==> src/rtl/fifo_pkg.sv <==
// Shared definitions for the 12-bit FIFO and its reader.
// Combinational only; no latency.
// No flow control of its own.
package fifo_pkg;

    localparam int DATA_SIZE = 12;

    localparam logic ST_IDLE  = 1'b0;
    localparam logic ST_DRAIN = 1'b1;

    typedef enum logic {
        IDLE  = ST_IDLE,
        DRAIN = ST_DRAIN
    } rd_state_t;

endpackage

==> src/rtl/fifo_reader_skid.sv <==
// Two-entry in-order buffer absorbing the FIFO's registered read data.
// Latency: a push appears on head_dat/head_vld the following cycle when empty.
// Backpressure: head holds while pop is low; the caller never pushes when full.
module fifo_reader_skid
    import fifo_pkg::*;
#(
    parameter int WIDTH = DATA_SIZE
) (
    input  logic             clk,
    input  logic             reset_L,
    input  logic             push,
    input  logic [WIDTH-1:0] push_dat,
    input  logic             pop,
    output logic [1:0]       occ,
    output logic [WIDTH-1:0] head_dat,
    output logic             head_vld
);

    logic [WIDTH-1:0] tail_dat;
    logic             do_pop;

    assign head_vld = (occ != 2'd0);
    assign do_pop   = pop && head_vld;

    // head_dat is left untouched when the last entry leaves, so data_out holds.
    always_ff @(posedge clk) begin
        if (!reset_L) begin
            occ      <= 2'd0;
            head_dat <= '0;
            tail_dat <= '0;
        end else begin
            case ({push, do_pop})
                2'b10: begin
                    if (occ == 2'd0) begin
                        head_dat <= push_dat;
                        occ      <= 2'd1;
                    end else if (occ == 2'd1) begin
                        tail_dat <= push_dat;
                        occ      <= 2'd2;
                    end
                end
                2'b01: begin
                    if (occ == 2'd2) begin
                        head_dat <= tail_dat;
                    end
                    occ <= occ - 2'd1;
                end
                2'b11: begin
                    if (occ == 2'd2) begin
                        head_dat <= tail_dat;
                        tail_dat <= push_dat;
                    end else begin
                        head_dat <= push_dat;
                    end
                end
                default: ;
            endcase
        end
    end

endmodule

==> src/rtl/fifo_reader.sv <==
// Drains the 12-bit FIFO in batches onto a valid/ready stream.
// Latency: read in cycle N gives valid_out in N+2 when the skid is empty.
// Backpressure: reads stop once skid plus in-flight words would exceed 2 entries.
module fifo_reader #(
    parameter int DATA_SIZE = fifo_pkg::DATA_SIZE,
    parameter int TIMEOUT   = 8,
    parameter int CNT_SIZE  = 16
) (
    input  logic                 clk,
    input  logic                 reset_L,
    input  logic                 enable,
    input  logic                 fifo_empty,
    input  logic                 almost_empty,
    input  logic                 fifo_error,
    input  logic [DATA_SIZE-1:0] fifo_data_out,
    output logic                 read,
    output logic [DATA_SIZE-1:0] data_out,
    output logic                 valid_out,
    input  logic                 ready_in,
    output logic [CNT_SIZE-1:0]  word_count,
    output logic                 rd_error
);
    import fifo_pkg::*;

    localparam int WC_W = (TIMEOUT > 1) ? $clog2(TIMEOUT) : 1;

    rd_state_t       state, state_nxt;
    logic [WC_W-1:0] wait_cnt, wait_cnt_nxt;
    logic            inflight;
    logic            pop;
    logic [1:0]      occ;
    logic [2:0]      credit_used;
    logic            timed_out;

    assign pop         = valid_out && ready_in;
    assign credit_used = {1'b0, occ} + {2'b00, inflight};
    assign timed_out   = (wait_cnt == WC_W'(TIMEOUT - 1));

    always_comb begin
        state_nxt    = state;
        wait_cnt_nxt = wait_cnt;
        read         = 1'b0;
        case (state)
            IDLE: begin
                if (fifo_empty) begin
                    wait_cnt_nxt = '0;
                end else if (!timed_out) begin
                    wait_cnt_nxt = wait_cnt + 1'b1;
                end
                if (enable && !fifo_empty && (!almost_empty || timed_out)) begin
                    state_nxt    = DRAIN;
                    wait_cnt_nxt = '0;
                end
            end
            DRAIN: begin
                // A word leaving this cycle frees a slot for the read issued now.
                read         = enable && !fifo_empty && (credit_used < 3'd2 + {2'b00, pop});
                wait_cnt_nxt = '0;
                if (fifo_empty || !enable) begin
                    state_nxt = IDLE;
                end
            end
            default: state_nxt = IDLE;
        endcase
        if (!reset_L) begin
            read = 1'b0;
        end
    end

    always_ff @(posedge clk) begin
        if (!reset_L) begin
            state      <= IDLE;
            wait_cnt   <= '0;
            inflight   <= 1'b0;
            word_count <= '0;
            rd_error   <= 1'b0;
        end else begin
            state    <= state_nxt;
            wait_cnt <= wait_cnt_nxt;
            inflight <= read;
            if (pop) begin
                word_count <= word_count + 1'b1;
            end
            if (fifo_error) begin
                rd_error <= 1'b1;
            end
        end
    end

    fifo_reader_skid #(
        .WIDTH (DATA_SIZE)
    ) u_skid (
        .clk      (clk),
        .reset_L  (reset_L),
        .push     (inflight),
        .push_dat (fifo_data_out),
        .pop      (pop),
        .occ      (occ),
        .head_dat (data_out),
        .head_vld (valid_out)
    );

endmodule

==> config.mk <==
export PLATFORM = sky130hd
export DESIGN_NAME = fifo_reader
export DESIGN_NICKNAME = d
export VERILOG_FILES = /design/src/rtl/fifo_pkg.sv /design/src/rtl/fifo_reader_skid.sv /design/src/rtl/fifo_reader.sv
export SDC_FILE = /design/constraint.sdc
export NUM_CORES = 1
export LEC_CHECK = 0
export BUFFER_PORTS_ARGS = -buffer_cell sky130_fd_sc_hd__buf_2
export CAP_MARGIN = 10
export CORE_MARGIN = 2
export CORE_UTILIZATION = 45
export DETAILED_ROUTE_END_ITERATION = 6
export PLACE_DENSITY_LB_ADDON = 0.25
export SKIP_CTS_REPAIR_TIMING = 1
export SLEW_MARGIN = 0
export SYNTH_ARGS = -nofsm -noshare
export SYNTH_HDL_FRONTEND = slang
export SYNTH_SLANG_ARGS = --single-unit
==> constraint.sdc <==
create_clock -name clk -period 3.45 [get_ports clk]
set_input_delay 0.345 -clock clk [delete_from_list [all_inputs] [get_ports clk]]
set_output_delay 0.345 -clock clk [all_outputs]
set_load 0.01 [all_outputs]
# Word-level counts from Yosys, hierarchy flattened
# Cells that the tools add are included.
dict set report totals {
  word_cells 66
  out_inout_bits 31
  in_bits 19
  reg_bits 48
}
dict set report op_classes {
  n_addsub 5
  magnitude_cmp 1
  mux 20
  n_reduce_logical 18
  n_eq_ne 13
  bitwise 1
}
# operator n
set ops {}
lappend ops {{12-bit 2-to-1 mux} 6}
lappend ops {{12-bit one-hot mux with 3 select lines} 1}
lappend ops {{12-bit one-hot mux with 2 select lines} 1}
lappend ops {{16-bit by 1-bit adder with 16-bit output, second input constant} 1}
lappend ops {{3-bit 2-to-1 mux} 3}
lappend ops {{2-bit by 1-bit != test with 1-bit output, second input constant} 4}
lappend ops {{2-bit == test, second input constant} 3}
lappend ops {{3-bit one-hot mux with 2 select lines} 1}
lappend ops {{2-bit nonzero test} 3}
lappend ops {{1-bit logical AND} 5}
lappend ops {{2-bit by 1-bit == test with 1-bit output, second input constant} 2}
lappend ops {{1-bit 2-to-1 mux} 4}
lappend ops {{2-bit 2-to-1 mux} 2}
lappend ops {{4-bit != test, second input constant} 1}
lappend ops {{2-bit one-hot mux with 2 select lines} 1}
lappend ops {{4-bit AND reduction} 1}
lappend ops {{2-bit by 1-bit adder with 3-bit output} 1}
lappend ops {{2-bit by 1-bit adder with 3-bit output, first input constant} 1}
lappend ops {{3-bit by 1-bit adder with 3-bit output, second input constant} 1}
lappend ops {{3-bit == test, second input constant} 1}
lappend ops {{1-bit zero test} 3}
lappend ops {{3-bit < comparator} 1}
lappend ops {{3-bit by 1-bit != test with 1-bit output, second input constant} 1}
lappend ops {{3-bit AND reduction} 1}
lappend ops {{8 further kinds} 9}

# Longest topological paths before layout
dict set report logic_depth {
  word_depth 7
  ltp_mapped 11
  mapped_depth_nobuf 9
}

# Hierarchy
# From an unflattened synthesis, not the netlist that was laid out.
dict set report unflattened {
  cells_unflattened 233
  hier_area_um2 2213.4
}
# mod area_each_um2 seq_area_each_um2 n_inst cells_each
set by_module_without_submodules {}
lappend by_module_without_submodules {fifo_reader_skid 1219.9 520.5 1 124}
lappend by_module_without_submodules {fifo_reader 993.5 440.4 1 109}

# Least setup slack after synthesis
# No wires, ideal clock.
dict set report synth_timing {
  kind {flip-flop to flip-flop}
  from {reg u_skid.occ[0]}
  to {reg u_skid.tail_dat[2]}
  required_ns 3.322
  arrival_time_ns 2.257
  period_less_slack_ns 2.385
  slack_ns 1.065
  path_stages_with_launch 12
  setup_ns 0.128
  n_path_buf 2
  path_cell_list {dfxtp_1 inv_1 ha_1 and2b_2 buf_2 inv_1 ha_1 nor2b_1 a211oi_2 buf_4 mux2i_1 nor2_1}
}
dict set report synth_via {
  elab_chain_len 6
  elab_cells_between_ends 14
  classes_between {eq/ne (7); mux (1); reduce/logical (6)}
}
# item line
set synth_lines {}
lappend synth_lines {{from (decl)} fifo_reader_skid.sv:14} ;# output logic [1:0] occ,
lappend synth_lines {{from (signal assigned)} fifo_reader_skid.sv:46} ;# occ <= occ - 2'd1;
lappend synth_lines {{2-bit nonzero test} fifo_reader_skid.sv:22} ;# assign head_vld = (occ != 2'd0);
lappend synth_lines {{1-bit logical AND} fifo_reader.sv:35} ;# assign pop = valid_out && ready_in;
lappend synth_lines {{1-bit logical AND} fifo_reader_skid.sv:23} ;# assign do_pop = pop && head_vld;
lappend synth_lines {{2-bit == test} fifo_reader_skid.sv:32} ;# case ({push, do_pop})
lappend synth_lines {{2-bit by 1-bit != test with 1-bit output (no line), or another cell as far along} --}
lappend synth_lines {{4-bit AND reduction (no line)} --}
lappend synth_lines {{to (signal assigned)} fifo_reader_skid.sv:38} ;# tail_dat <= push_dat;
lappend synth_lines {{to (signal assigned)} fifo_reader_skid.sv:51} ;# tail_dat <= push_dat;
lappend synth_lines {{to (decl)} fifo_reader_skid.sv:19} ;# logic [WIDTH-1:0] tail_dat;
# Several ways; a longest one is shown, not always the timed one.
# A chain may end at the register's enable or synchronous reset.

# Worst setup path after layout
dict set report layout_timing {
  from {reg u_skid.occ[0]}
  to {reg u_skid.head_dat[8]}
}
dict set report layout_via {
  elab_chain_len 6
  elab_cells_between_ends 14
  classes_between {eq/ne (6); mux (2); reduce/logical (6)}
}
# item line
set layout_lines {}
lappend layout_lines {{2-bit nonzero test} fifo_reader_skid.sv:22}
lappend layout_lines {{1-bit logical AND} fifo_reader.sv:35}
lappend layout_lines {{1-bit logical AND} fifo_reader_skid.sv:23}
lappend layout_lines {{2-bit by 1-bit == test with 1-bit output / 2-bit == test (equally long branches)} fifo_reader_skid.sv:32}
lappend layout_lines {{2-bit by 1-bit != test with 1-bit output (no line) / 3-bit nonzero test (equally long branches)} --}
lappend layout_lines {{3-bit AND reduction (no line)} --}
lappend layout_lines {{to (signal assigned)} fifo_reader_skid.sv:35} ;# head_dat <= push_dat;
lappend layout_lines {{to (signal assigned)} fifo_reader_skid.sv:44} ;# head_dat <= tail_dat;
lappend layout_lines {{to (signal assigned)} fifo_reader_skid.sv:50} ;# head_dat <= tail_dat;
lappend layout_lines {{to (decl)} fifo_reader_skid.sv:15} ;# output logic [WIDTH-1:0] head_dat,
# Several ways; a longest one is shown, not always the timed one.

==> results_dict.tcl <==
set metrics [dict create \
    fmaxAchievable_mhz 387 \
    cts_tree "done" \
    final-max-slew-violation-count 0 \
    status "finished, final reports clean" \
    cp.arrival_ns 2.80 \
    seq_area_frac_synth 0.436 \
    final_cell_mix "49 x buf_2, 48 x dfxtp_1, 44 x nor2_1" \
    holdWs_ns 0.242 \
    worstSkewPairLatency_ns 0.30 \
    startpoint_type "register" \
    yosysTopAreaCell "dfxtp_1" \
    final_cell_area_sq_mm 0.00262 \
    path_class "reg2reg" \
    postSynth.topFlopCell "dfxtp_1" \
    yosysTopAreaCellShare 0.436 \
    synth_cells 228 \
    initial_core_util 0.466 \
    viasPerCell 5.02 \
    crit_required_ns 3.67 \
    crit_slowest_cell "a221oi_4" \
    p_leak_nw 1.11 \
    initialDrtViolationCount 84 \
    skew_ns 0.00483 \
    cp_max_fo 24 \
    layout-drive-gt1-share 0.242 \
    syn-num-nets 259 \
    cp_slowest_stage_delay_ns 0.79 \
    post-dp-hpwl_microns 3000 \
    portBuffers 49 \
    die_w_microns 74.0 \
    yosys_warnings 0 \
    n_antenna_cell 0 \
    grt_first_pass_wirelength_microns 6720 \
    placed_area_sq_mm 0.00249 \
    routed.top_layer "met4" \
    cts-buffers-inserted 5 \
    final_common_cell "buf_2" \
    cp_cell_sequence "inv_1, ha_1, and2b_2, inv_1, ha_1, a221oi_4, nor2_1, a211oi_1" \
    die_area_sq_mm 0.00547 \
    tightestPinTransition_ns 0.892 \
    antenna_found_initial 0 \
    rows 25 \
    num_vias 1727 \
    grt_max_degree 26 \
    met3WireLength_microns 179 \
    finalCritPeriodShare 0.748 \
    worst_setup_path_end_kind "register" \
    boundaryPins 50 \
    clk_pin_slew_worst_paths_ns 0.08 \
    rsz0062_at_grt "no" \
    nNetsFinal 307 \
    powerDensity_mw_per_mm2 403 \
    setup_viol 0 \
    final_core_util 0.554 \
    grt_overflow 0 \
    drc 0 \
    async_reset_ff_frac 0 \
    hold_class "in2reg" \
    peakVddDrop_uv 261 \
    synth_area_leaders "dfxtp_1 44%, mux2i_1 8.2%, nor2_1 7.5%, ha_1 6.8%, a211oi_1 4.1%" \
    cp_top_family "compound AO/OA/AOI/OAI gates" \
    gp_congestion 0.786 \
    met2WireLength_microns 1860 \
    drt-met1-wl_microns 1970 \
    synth.distinct_cells 40 \
    syn2layout_area_growth_pct 18.9 \
    synth.avg_cell_area_sq_um 9.66 \
    clock-sinks 48 \
    fp.dieH_microns 74.0 \
    synth_edf_count 0 \
    total_power_mw 1.06 \
    hold_violations 0 \
    grt_usage 0.159 \
    cts_root_buf "clkbuf_8" \
    slew_headroom 0.406 \
    crit_buf_inv 2 \
    drt_first_pass_iters 4 \
    htreeDepth 2 \
    wirelength_microns 4080 \
    grt_pass1_vias 1492 \
    cap_viol_max_count 0 \
    core-area_sq_mm 0.00472 \
    tns_ns 0 \
    clk_path_buf_depth 2 \
    ant_nets 0 \
    ys_seq_elements 48 \
    syn_area_sq_mm 0.00220 \
    min_period_ns 2.58 \
    avgRoutedWirePerCell_microns 11.8 \
]
==> tightest hold or removal path: stages <==
cell and delay [ns]:
buf_2 0.07, nor2_1 0.03, nor2_1 0.07
==> cell families (layout without fill, tap and decap cells) <==
family | Yosys count | in the layout | share of synthesized area
AND/OR/NAND/NOR | 80 | 80 | 0.185
flip-flops | 48 | 48 | 0.436
AO/OA/AOI/OAI | 40 | 40 | 0.143
buffers and inverters | 19 | 68 | 0.0420
multiplexers | 18 | 18 | 0.0818
adder cells (fa/ha/maj) | 12 | 12 | 0.0682
XOR/XNOR | 11 | 11 | 0.0437
==> per-stage QoR <==
| step | setup slack, ns | std cells |
|---|---|---|
| 2_1_floorplan | 1.07 | 228 |
| 3_3_place_gp | 0.956 | 336 |
| 3_5_place_dp | 0.840 | 336 |
| 4_1_cts | 0.830 | 344 |
| 5_1_grt | 0.595 | 344 |
| 6_report | 0.868 | 344 |
==> synthesized netlist by cell type (2+ instances only) <==
library cell / instances
a211oi_1: 12
nand4_1: 3
nor4bb_1: 2
or3_1: 2
clkbuf_1: 5
nand3_1: 5
a21o_1: 2
nand2b_1: 2
nand2_1: 9
nand3_4: 2
or4_1: 2
xor2_1: 10
inv_1: 8
buf_2: 2
nor2_1: 44
dfxtp_1: 48
buf_6: 2
mux2i_1: 18
o211ai_1: 2
a21oi_1: 3
o21ai_0: 4
ha_1: 12
a22oi_1: 12
==> registers in the layout, indices dropped and copies added, names as in the netlist <==
| register | cells |
|---|---|
| inflight | 1 |
| rd_error | 1 |
| state | 1 |
| u_skid.head_dat | 12 |
| u_skid.occ | 2 |
| u_skid.tail_dat | 12 |
| wait_cnt | 3 |
| word_count | 16 |
==> worst paths after layout <==
path             startpoint                  to  slack (ns)  cells past startpoint
max           u_skid.occ[0]  u_skid.head_dat[8]        0.87                      8
min              fifo_error            rd_error        0.24                      3
max reg2reg   u_skid.occ[0]  u_skid.head_dat[8]        0.87                      8
min reg2reg  word_count[15]      word_count[15]        0.47                      2
==> routing by layer <==
metal  vias to the layer above  track usage
li1                        902            -
met1                       795        0.211
met2                        24        0.240
met3                         6       0.0488
met4                         0       0.0667
met5                         -            0
==> layout make-up <==
class	count	area [sq um]
clock buffers	7	96.3
clock inverters	1	30.0
fillers	447	2110
inverters	8	30.0
multi-input cells	161	1150
flip-flops and latches	48	961
well taps	67	83.8
repair buffers	52	268
==> where the power goes <==
| part | leakage [nW] | switching (mW) | internal, mW |
|---|---|---|---|
| logic | 0.662 | 0.0303 | 0.0245 |
| clock network | 0.0645 | 0.181 | 0.256 |
| registers | 0.387 | 0.00366 | 0.560 |
Note: power is estimated with default switching activity, not from simulation.
